===== config.mk =====
export PLATFORM = sky130hd
export DESIGN_NAME = dbus_arbiter
export DESIGN_NICKNAME = d
export VERILOG_FILES = /design/src/rtl/dbus_arbiter_pkg.sv /design/src/rtl/dbus_arbiter.sv
export SDC_FILE = /design/constraint.sdc
export NUM_CORES = 1
export LEC_CHECK = 0
export CAP_MARGIN = 20
export CORE_ASPECT_RATIO = 1.4
export CORE_MARGIN = 2
export CORE_UTILIZATION = 36
export DETAILED_ROUTE_END_ITERATION = 10
export MAX_ROUTING_LAYER = met4
export PLACE_DENSITY = 0.82
export SKIP_LAST_GASP = 1
export SYNTH_ARGS = -nofsm -noshare
export SYNTH_HDL_FRONTEND = slang
export SYNTH_SLANG_ARGS = --single-unit
export TNS_END_PERCENT = 5

===== constraint.sdc =====
create_clock -name clk -period 2.5 [get_ports clk]
set_input_delay 0.625 -clock clk [delete_from_list [all_inputs] [get_ports clk]]
set_output_delay 0.625 -clock clk [all_outputs]
set_load 0.01 [all_outputs]

===== src/rtl/dbus_arbiter_pkg.sv =====
// Shared types for the data-bus arbiter: FSM state encoding and bus widths.
// Latency: n/a (types only).
// Backpressure: n/a (types only).
package dbus_arbiter_pkg;

  localparam int DBUS_AW = 16;
  localparam int DBUS_DW = 16;
  localparam int DBUS_CW = 16;

  typedef enum logic {
    ARB_IDLE = 1'b0,
    ARB_ACK  = 1'b1
  } arb_state_t;

endpackage


===== src/rtl/dbus_arbiter.sv =====
// Two-master memory arbiter: core has absolute priority, host fills idle cycles.
// Latency: core 0 cycles (combinational pass-through); host grant same cycle, host_ack 1 cycle later.
// Backpressure: core never stalls; host waits while the core strobes, starve flags long waits.
module dbus_arbiter
  import dbus_arbiter_pkg::*;
#(
  parameter int unsigned STARVE_LIMIT = 255
) (
  input  logic               clk,
  input  logic               reset_n,
  // core port
  input  logic [DBUS_AW-1:0] core_adr,
  input  logic               core_re,
  input  logic               core_we,
  input  logic [DBUS_DW-1:0] core_dat_o,
  output logic [DBUS_DW-1:0] core_dat_i,
  // host port
  input  logic               host_req,
  input  logic               host_we,
  input  logic [DBUS_AW-1:0] host_adr,
  input  logic [DBUS_DW-1:0] host_dat_w,
  output logic               host_ack,
  output logic [DBUS_DW-1:0] host_dat_r,
  // memory port
  output logic [DBUS_AW-1:0] mem_adr,
  output logic [DBUS_DW-1:0] mem_dat_w,
  output logic               mem_re,
  output logic               mem_we,
  input  logic [DBUS_DW-1:0] mem_dat_r,
  // status
  output logic               starve
);

  localparam logic [DBUS_CW-1:0] LIMIT   = STARVE_LIMIT[DBUS_CW-1:0];
  localparam logic [DBUS_CW-1:0] CNT_MAX = {DBUS_CW{1'b1}};

  arb_state_t         state_q;
  arb_state_t         state_d;
  logic               core_act;
  logic               host_grant;
  logic               ack_rd_q;
  logic [DBUS_DW-1:0] rd_hold_q;
  logic [DBUS_CW-1:0] wait_cnt_q;
  logic               cnt_clr;
  logic               cnt_inc;

  assign core_act   = core_re | core_we;
  // Host wins the memory only in an idle FSM cycle with no core strobe.
  assign host_grant = (state_q == ARB_IDLE) && host_req && !core_act;
  assign cnt_clr    = host_grant || !host_req;
  assign cnt_inc    = (state_q == ARB_IDLE) && host_req && core_act;

  // State register.
  always_ff @(posedge clk or negedge reset_n) begin
    if (!reset_n) begin
      state_q <= ARB_IDLE;
    end else begin
      state_q <= state_d;
    end
  end

  // Next state: a grant always takes exactly one ACK cycle; host_req is ignored in ACK.
  always_comb begin
    state_d = state_q;
    case (state_q)
      ARB_IDLE: if (host_grant) state_d = ARB_ACK;
      ARB_ACK:  state_d = ARB_IDLE;
      default:  state_d = ARB_IDLE;
    endcase
  end

  // Outputs: core passes straight through; host fields drive the bus otherwise.
  always_comb begin
    mem_adr    = host_adr;
    mem_dat_w  = host_dat_w;
    mem_re     = 1'b0;
    mem_we     = 1'b0;
    host_ack   = (state_q == ARB_ACK);
    core_dat_i = mem_dat_r;
    host_dat_r = (host_ack && ack_rd_q) ? mem_dat_r : rd_hold_q;
    if (!reset_n) begin
      // Strobes stay quiet while held in reset, whatever the masters do.
      mem_re = 1'b0;
      mem_we = 1'b0;
    end else if (core_act) begin
      mem_adr   = core_adr;
      mem_dat_w = core_dat_o;
      mem_re    = core_re;
      mem_we    = core_we;
    end else if (host_grant) begin
      mem_re = ~host_we;
      mem_we = host_we;
    end
  end

  // Remember the granted direction and capture read data on a read ack.
  always_ff @(posedge clk or negedge reset_n) begin
    if (!reset_n) begin
      ack_rd_q  <= 1'b0;
      rd_hold_q <= '0;
    end else begin
      if (host_grant) ack_rd_q <= ~host_we;
      if (host_ack && ack_rd_q) rd_hold_q <= mem_dat_r;
    end
  end

  // Saturating count of idle cycles the host spent blocked by the core.
  always_ff @(posedge clk or negedge reset_n) begin
    if (!reset_n) begin
      wait_cnt_q <= '0;
    end else if (cnt_clr) begin
      wait_cnt_q <= '0;
    end else if (cnt_inc && (wait_cnt_q != CNT_MAX)) begin
      wait_cnt_q <= wait_cnt_q + 1'b1;
    end
  end

  // Starve follows the count one cycle late, but drops right after a grant or withdrawal.
  always_ff @(posedge clk or negedge reset_n) begin
    if (!reset_n) begin
      starve <= 1'b0;
    end else begin
      starve <= !cnt_clr && (wait_cnt_q >= LIMIT);
    end
  end

endmodule


==> impl_metrics.env, run 1 <==
export IMPL_antenna_left=0
export IMPL_crit_end="mem_adr[14]"
export IMPL_swShare_pct=27.82
export IMPL_final_layout_size_suffix_gt1_share_pct=33.61
export IMPL_r2r_start="wait_cnt_q[0]"
export IMPL_rrSetupSlack_ns=0.60
export IMPL_clockPowerShare_pct=20.4
export IMPL_worst_path_max_fanout=8
export IMPL_track_usage_pct=23.45
export IMPL_wl_mm=7.801
export IMPL_cts_htree_levels=2
export IMPL_yosys_warnings=0
export IMPL_clkTransAtPathRegs_ns=0.07
export IMPL_power_frac_comb_pct=43.2
export IMPL_grt_pass1_wl_mm=12.31
export IMPL_maxSlewViolCount=0
export IMPL_core_area_mm2=0.005946
export IMPL_dp_cells=420
export IMPL_end_kind="output pin"
export IMPL_num_io_pins=154
export IMPL_violations="negative setup slack"
export IMPL_synth_nets=292
export IMPL_r2r_end="wait_cnt_q[1]"
export IMPL_cts_buffer_depth=2
export IMPL_ys_seq_elements=35
export IMPL_initial_utilization_pct=37.54
export IMPL_gp_congestion=0.9823
export IMPL_final_instance_count_excl_fill=433
export IMPL_fmax_mhz=387.2
export IMPL_min_period_ns=2.582
export IMPL_design_area_mm2=0.004010
export IMPL_cts_tree="done"
export IMPL_path_class="input pin to output pin"
export IMPL_hold_viol_final=0
export IMPL_fin_util_pct=67.45
export IMPL_avgSynthCellArea_um2=10.89
export IMPL_syn_cell_area_mm2=0.002232
export IMPL_num_rows=33
export IMPL_period_share_pct=103.3
export IMPL_leakagePower_nw=1.677
export IMPL_cp_required_ns=1.88
export IMPL_antenna_found_initial=0
export IMPL_synth_cell_types=43
export IMPL_power_switching_w=0.0005362
export IMPL_synthFlopType="dfrtp_1"
export IMPL_clock_skew_ns=0.002804
export IMPL_max_slew_worst_pin_slew_ns=0.4618
export IMPL_insertion_delay_ns=0.28
export IMPL_grt_pass1_vias=2256
export IMPL_critPathLaunch="core_we"
export IMPL_wl_per_cell_um=18.02
export IMPL_peakVddDrop_uv=206.3
export IMPL_grt_max_degree=28
export IMPL_grt_ovfl_total=0
export IMPL_synth_edf_count=0
export IMPL_port_buffers=153
export IMPL_antenna_cells=0
export IMPL_p_seq_share_pct=36.5
export IMPL_syn_instance_count=205
export IMPL_p_per_area_mw_per_mm2=480.6
export IMPL_finalSetupTns_ns=-1.710
export IMPL_drcViolationCount=0
export IMPL_status="finished, violations left"
export IMPL_hold_buffers=0
export IMPL_root_buffer="clkbuf_8"
export IMPL_place_area_mm2=0.003816
export IMPL_dr_pass1_iters=4
export IMPL_dp_hpwl_mm=5.800
export IMPL_synthArstFlopShare_pct=100.0
export IMPL_yosysSeqAreaShare_pct=39.24
export IMPL_dr_total_vias=2200
export IMPL_final_nets=449
export IMPL_die_area_mm2=0.006855
export IMPL_p_int_w=0.001391
export IMPL_syn2layout_area_growth_pct=79.65
export IMPL_dieHeight_um=97.17
export IMPL_first_iter_violations=99
export IMPL_rsz0062_at_grt="yes"
export IMPL_fin_ws_ns=-0.08242
export IMPL_setup_viol_count_final=39
export IMPL_cp_arrival_ns=1.96
export IMPL_die_w_um=70.55
export IMPL_viasPerCell=5.081
export IMPL_slew_headroom_pct=68.98
export IMPL_max_cap_viol_count=0
export IMPL_r2r_cells=5
export IMPL_cts_sinks=35
export IMPL_layout_common_cells="clkdlybuf4s50_1, mux2_2, dfrtp_1"
export IMPL_worstHoldPathType="flop to flop"
export IMPL_crit_path_start_kind="input pin"
export IMPL_cts_buffers_inserted=5
export IMPL_layout_commonest_cell="clkdlybuf4s50_1"
-- power by group through the flow --
stage          Combinational, W  Sequential (W)  Clock (W)
2_1_floorplan          0.000318        0.000699          0
6_report               0.000832        0.000703   0.000392
3_3_place_gp           0.000801        0.000702          0
3_5_place_dp           0.000812        0.000712          0
4_1_cts                0.000840        0.000702   0.000402
5_1_grt                0.000887        0.000715   0.000422
-- worst max-delay path: stages --
cell and delay (ns):
dlygate4sd2_1 0.25, or2_4 0.26, nand2_8 0.10, buf_12 0.12, buf_16 0.12, mux2_2 0.34
buf_2 0.15
-- sequential cells by signal (all words and copies together) (netlist names) --
name,cells
starve,1
host_ack,1
rd_hold_q,16
ack_rd_q,1
wait_cnt_q,16
-- kinds of logic after synthesis --
| group | share of synthesized area, % |
|---|---|
| AO/OA/AOI/OAI | 5.157 |
| adder cells (fa/ha/maj) | 0.5604 |
| buffers and inverters | 7.679 |
| flip-flops | 39.24 |
| multiplexers | 28.25 |
| AND/OR/NAND/NOR | 19.12 |
-- per-layer routing --
layer	track usage (%)	wire [um]	up-vias
li1	-	-	1050
met1	26.71	2891	1041
met2	40.71	4157	102
met3	7.261	678	7
met4	4.354	74	0
met5	-	0	-
-- what timing repair did --
| action | in CTS | in global routing |
|---|---|---|
| gates cloned | 3 | 0 |
| setup buffers | 2 | 0 |
| endpoints found under the setup margin | 46 | 48 |
| resized for setup | 158 | 4 |
| pin swaps | 2 | 1 |
-- final cells by class --
class                   instances  area, um^2
clock buffers                   7       76.32
flip-flops and latches         35       877.1
clock inverters                 1       5.005
well taps                      70       87.58
inverters                       3       11.26
fillers                       458        1936
repair buffers                173        1712
multi-input cells             144        1241
-- per-stage QoR --
stage / total power [W] / hold slack [ns] / setup slack [ns]
6_report: 0.001927 / 0.4843 / -0.08242
2_1_floorplan: 0.001017 / 0.3294 / 0.1763
3_5_place_dp: 0.001524 / 0.4700 / -0.6800
4_1_cts: 0.001944 / 0.4855 / -0.08322
3_3_place_gp: 0.001503 / 0.4594 / -0.6556
5_1_grt: 0.002023 / 0.5192 / -0.1036
-- Yosys cell counts, types with 2 or more instances --
master | n | area [um^2]
nand2b_1 | 5 | 31.28
buf_4 | 16 | 120.1
and4_1 | 2 | 17.52
buf_2 | 4 | 20.02
mux2_2 | 48 | 540.5
nand2_1 | 21 | 78.83
mux2i_1 | 9 | 90.09
nand3_1 | 5 | 25.02
nor2_1 | 3 | 11.26
nor4_1 | 6 | 37.54
a31oi_1 | 2 | 12.51
nand4_1 | 3 | 18.77
o31ai_1 | 2 | 15.01
dfrtp_1 | 35 | 875.8
a21oi_1 | 6 | 30.03
nor3_1 | 6 | 30.03
inv_1 | 3 | 11.26
or4_1 | 4 | 30.03
-- worst min path at each step --
stage             start  endpoint  cells after the start
6_report       ack_rd_q  ack_rd_q                      1
5_1_grt        ack_rd_q  ack_rd_q                      1
4_1_cts        ack_rd_q  ack_rd_q                      1
3_5_place_dp   ack_rd_q  ack_rd_q                      1
3_3_place_gp   ack_rd_q  ack_rd_q                      1
2_1_floorplan   reset_n  ack_rd_q                      0
Power figures use the tool's default switching activity.
==> run 2: changes to the inputs <==
- CAP_MARGIN: 20 -> not set
- SKIP_LAST_GASP: 1 -> not set
==> run 2 against run 1 <==
Net effect:
- core utilization rose by 0.99 points
- count of clock-buffer cells in the layout unchanged
- register-to-register slack is essentially flat
- the run now ends clean
- largest cell class unchanged
- critical path type unchanged
==> impl_metrics.env, run 2 (same netlist as run 1, synthesis figures left out) <==
export IMPL_status="complete, no violations"
export IMPL_min_period_ns=2.429
export IMPL_end_kind="output pin"
export IMPL_syn2layout_area_growth_pct=82.29
export IMPL_fmax_mhz=411.6
export IMPL_num_rows=33
export IMPL_dr_total_vias=2216
export IMPL_cp_arrival_ns=1.80
export IMPL_clock_skew_ns=0.002337
export IMPL_viasPerCell=5.118
export IMPL_holdWs_ns=0.4971
export IMPL_design_area_mm2=0.004069
export IMPL_grt_pass1_wl_mm=12.38
export IMPL_place_area_mm2=0.003816
export IMPL_cts_sinks=35
export IMPL_setup_viol_count_final=0
export IMPL_cts_buffer_depth=2
export IMPL_peakVddDrop_uv=205.0
export IMPL_grt_busiest_layer="met2"
export IMPL_gp_congestion=0.9823
export IMPL_max_slew_worst_pin_slew_ns=0.4679
export IMPL_dp_hpwl_mm=5.800
export IMPL_root_buffer="clkbuf_8"
export IMPL_cp_required_ns=1.88
export IMPL_worstHoldPathType="flop to flop"
export IMPL_use_met3_pct=6.846
export IMPL_hold_buffers=0
export IMPL_die_area_mm2=0.006855
export IMPL_path_class="input pin to output pin"
export IMPL_dieHeight_um=97.17
export IMPL_num_io_pins=154
export IMPL_final_nets=449
export IMPL_met2_usage_pct=40.57
export IMPL_dr_pass1_iters=4
export IMPL_die_w_um=70.55
export IMPL_use_met1_pct=27.32
export IMPL_rsz0062_at_grt="no"
export IMPL_drcViolationCount=0
export IMPL_layout_common_cells="clkdlybuf4s50_1, mux2_2, dfrtp_1"
export IMPL_worst_path_max_fanout=8
export IMPL_hold_viol_final=0
export IMPL_period_share_pct=97.17
export IMPL_antenna_left=0
export IMPL_cts_buffers_inserted=5
export IMPL_p_per_area_mw_per_mm2=466.2
export IMPL_cts_tree="done"
export IMPL_wl_mm=7.856
export IMPL_fin_util_pct=68.43
export IMPL_crit_path_start_kind="input pin"
export IMPL_finalPower_w=0.001897
export IMPL_core_area_mm2=0.005946
export IMPL_antenna_found_initial=0
export IMPL_slew_headroom_pct=68.57
export IMPL_initial_utilization_pct=37.54
export IMPL_grt_pass1_vias=2246
export IMPL_leakagePower_nw=1.754
export IMPL_maxSlewViolCount=0
export IMPL_layout_commonest_cell="clkdlybuf4s50_1"
export IMPL_nFillCells=437
export IMPL_wl_per_cell_um=18.14
export IMPL_final_layout_size_suffix_gt1_share_pct=34.99
export IMPL_cts_htree_levels=2
export IMPL_grt_max_degree=28
export IMPL_clkTransAtPathRegs_ns=0.07
export IMPL_largestRegisters="rd_hold_q x16, wait_cnt_q x16"
export IMPL_first_iter_violations=120
export IMPL_antenna_cells=0
export IMPL_finalSetupTns_ns=0
export IMPL_track_usage_pct=23.52
export IMPL_max_cap_viol_count=0
export IMPL_grt_ovfl_total=0
export IMPL_insertion_delay_ns=0.28
export IMPL_port_buffers=153
==> run 2: cell count changes in the layout (fill, tap and decap cells not counted), sizes merged <==
cell and delta:
buf +8, clkdlybuf4s50 -13, dlygate4sd2 +10, clkbuf +1, dlymetal6s2s +1, clkdlybuf4s15 -7
==> run 2: worst paths after layout <==
kind,startpoint,endpoint,slack [ns],cells past startpoint
worst min-delay path,rd_hold_q[14],rd_hold_q[14],0.50,1
max in group asynchronous,reset_n,host_ack,1.35,3
min in group asynchronous,reset_n,rd_hold_q[0],0.58,2
worst max-delay path,core_we,mem_adr[12],0.07,7
worst min register to register,rd_hold_q[14],rd_hold_q[14],0.50,1
worst max register to register,wait_cnt_q[0],wait_cnt_q[1],0.59,5
==> run 2: repair_timing <==
action	4_1_cts	5_1_grt
setup endpoints to repair	46	28
pin swaps	2	0
gates resized for setup	198	13
buffers inserted	2	0
cloned	3	0
==> run 2: report_power, final <==
part           switching (W)  internal (W)  total, W  leakage [nW]
combinational       0.000310      0.000492  0.000801          1.26
clock               0.000197      0.000195  0.000393        0.0422
sequential         0.0000327      0.000670  0.000703         0.447
total               0.000540       0.00136   0.00190          1.75
==> run 2: critical path: stages <==
cell and delay [ns]:
buf_2 0.11, or2_4 0.27, nand2_8 0.09, buf_12 0.12, buf_16 0.12, mux2_2 0.34
buf_6 0.12
==> run 2: per-stage QoR <==
step,std cells,setup slack (ns)
after global placement,420,-0.6556
after global routing,433,0.02123
final,433,0.07064
after floorplan,205,0.1763
after detailed placement,420,-0.6800
after CTS,433,-0.01905
==> run 2: cell type report <==
class | instances | area [um^2] | area share (%)
timing repair buffer | 173 | 1744 | 42.87
multi-input combinational | 144 | 1267 | 31.15
sequential | 35 | 877.1 | 21.56
tap | 70 | 87.58 | 2.153
clock buffer | 7 | 76.32 | 1.876
inverter | 3 | 11.26 | 0.2768
clock inverter | 1 | 5.005 | 0.1230
==> run 2: per-layer routing <==
metal	routed length [um]	vias to the layer above	part of all wire [%]
met3	655	10	8.3
li1	-	1053	-
met1	2952	1046	38
met5	0	-	0
met4	90	0	1.1
met2	4158	107	53
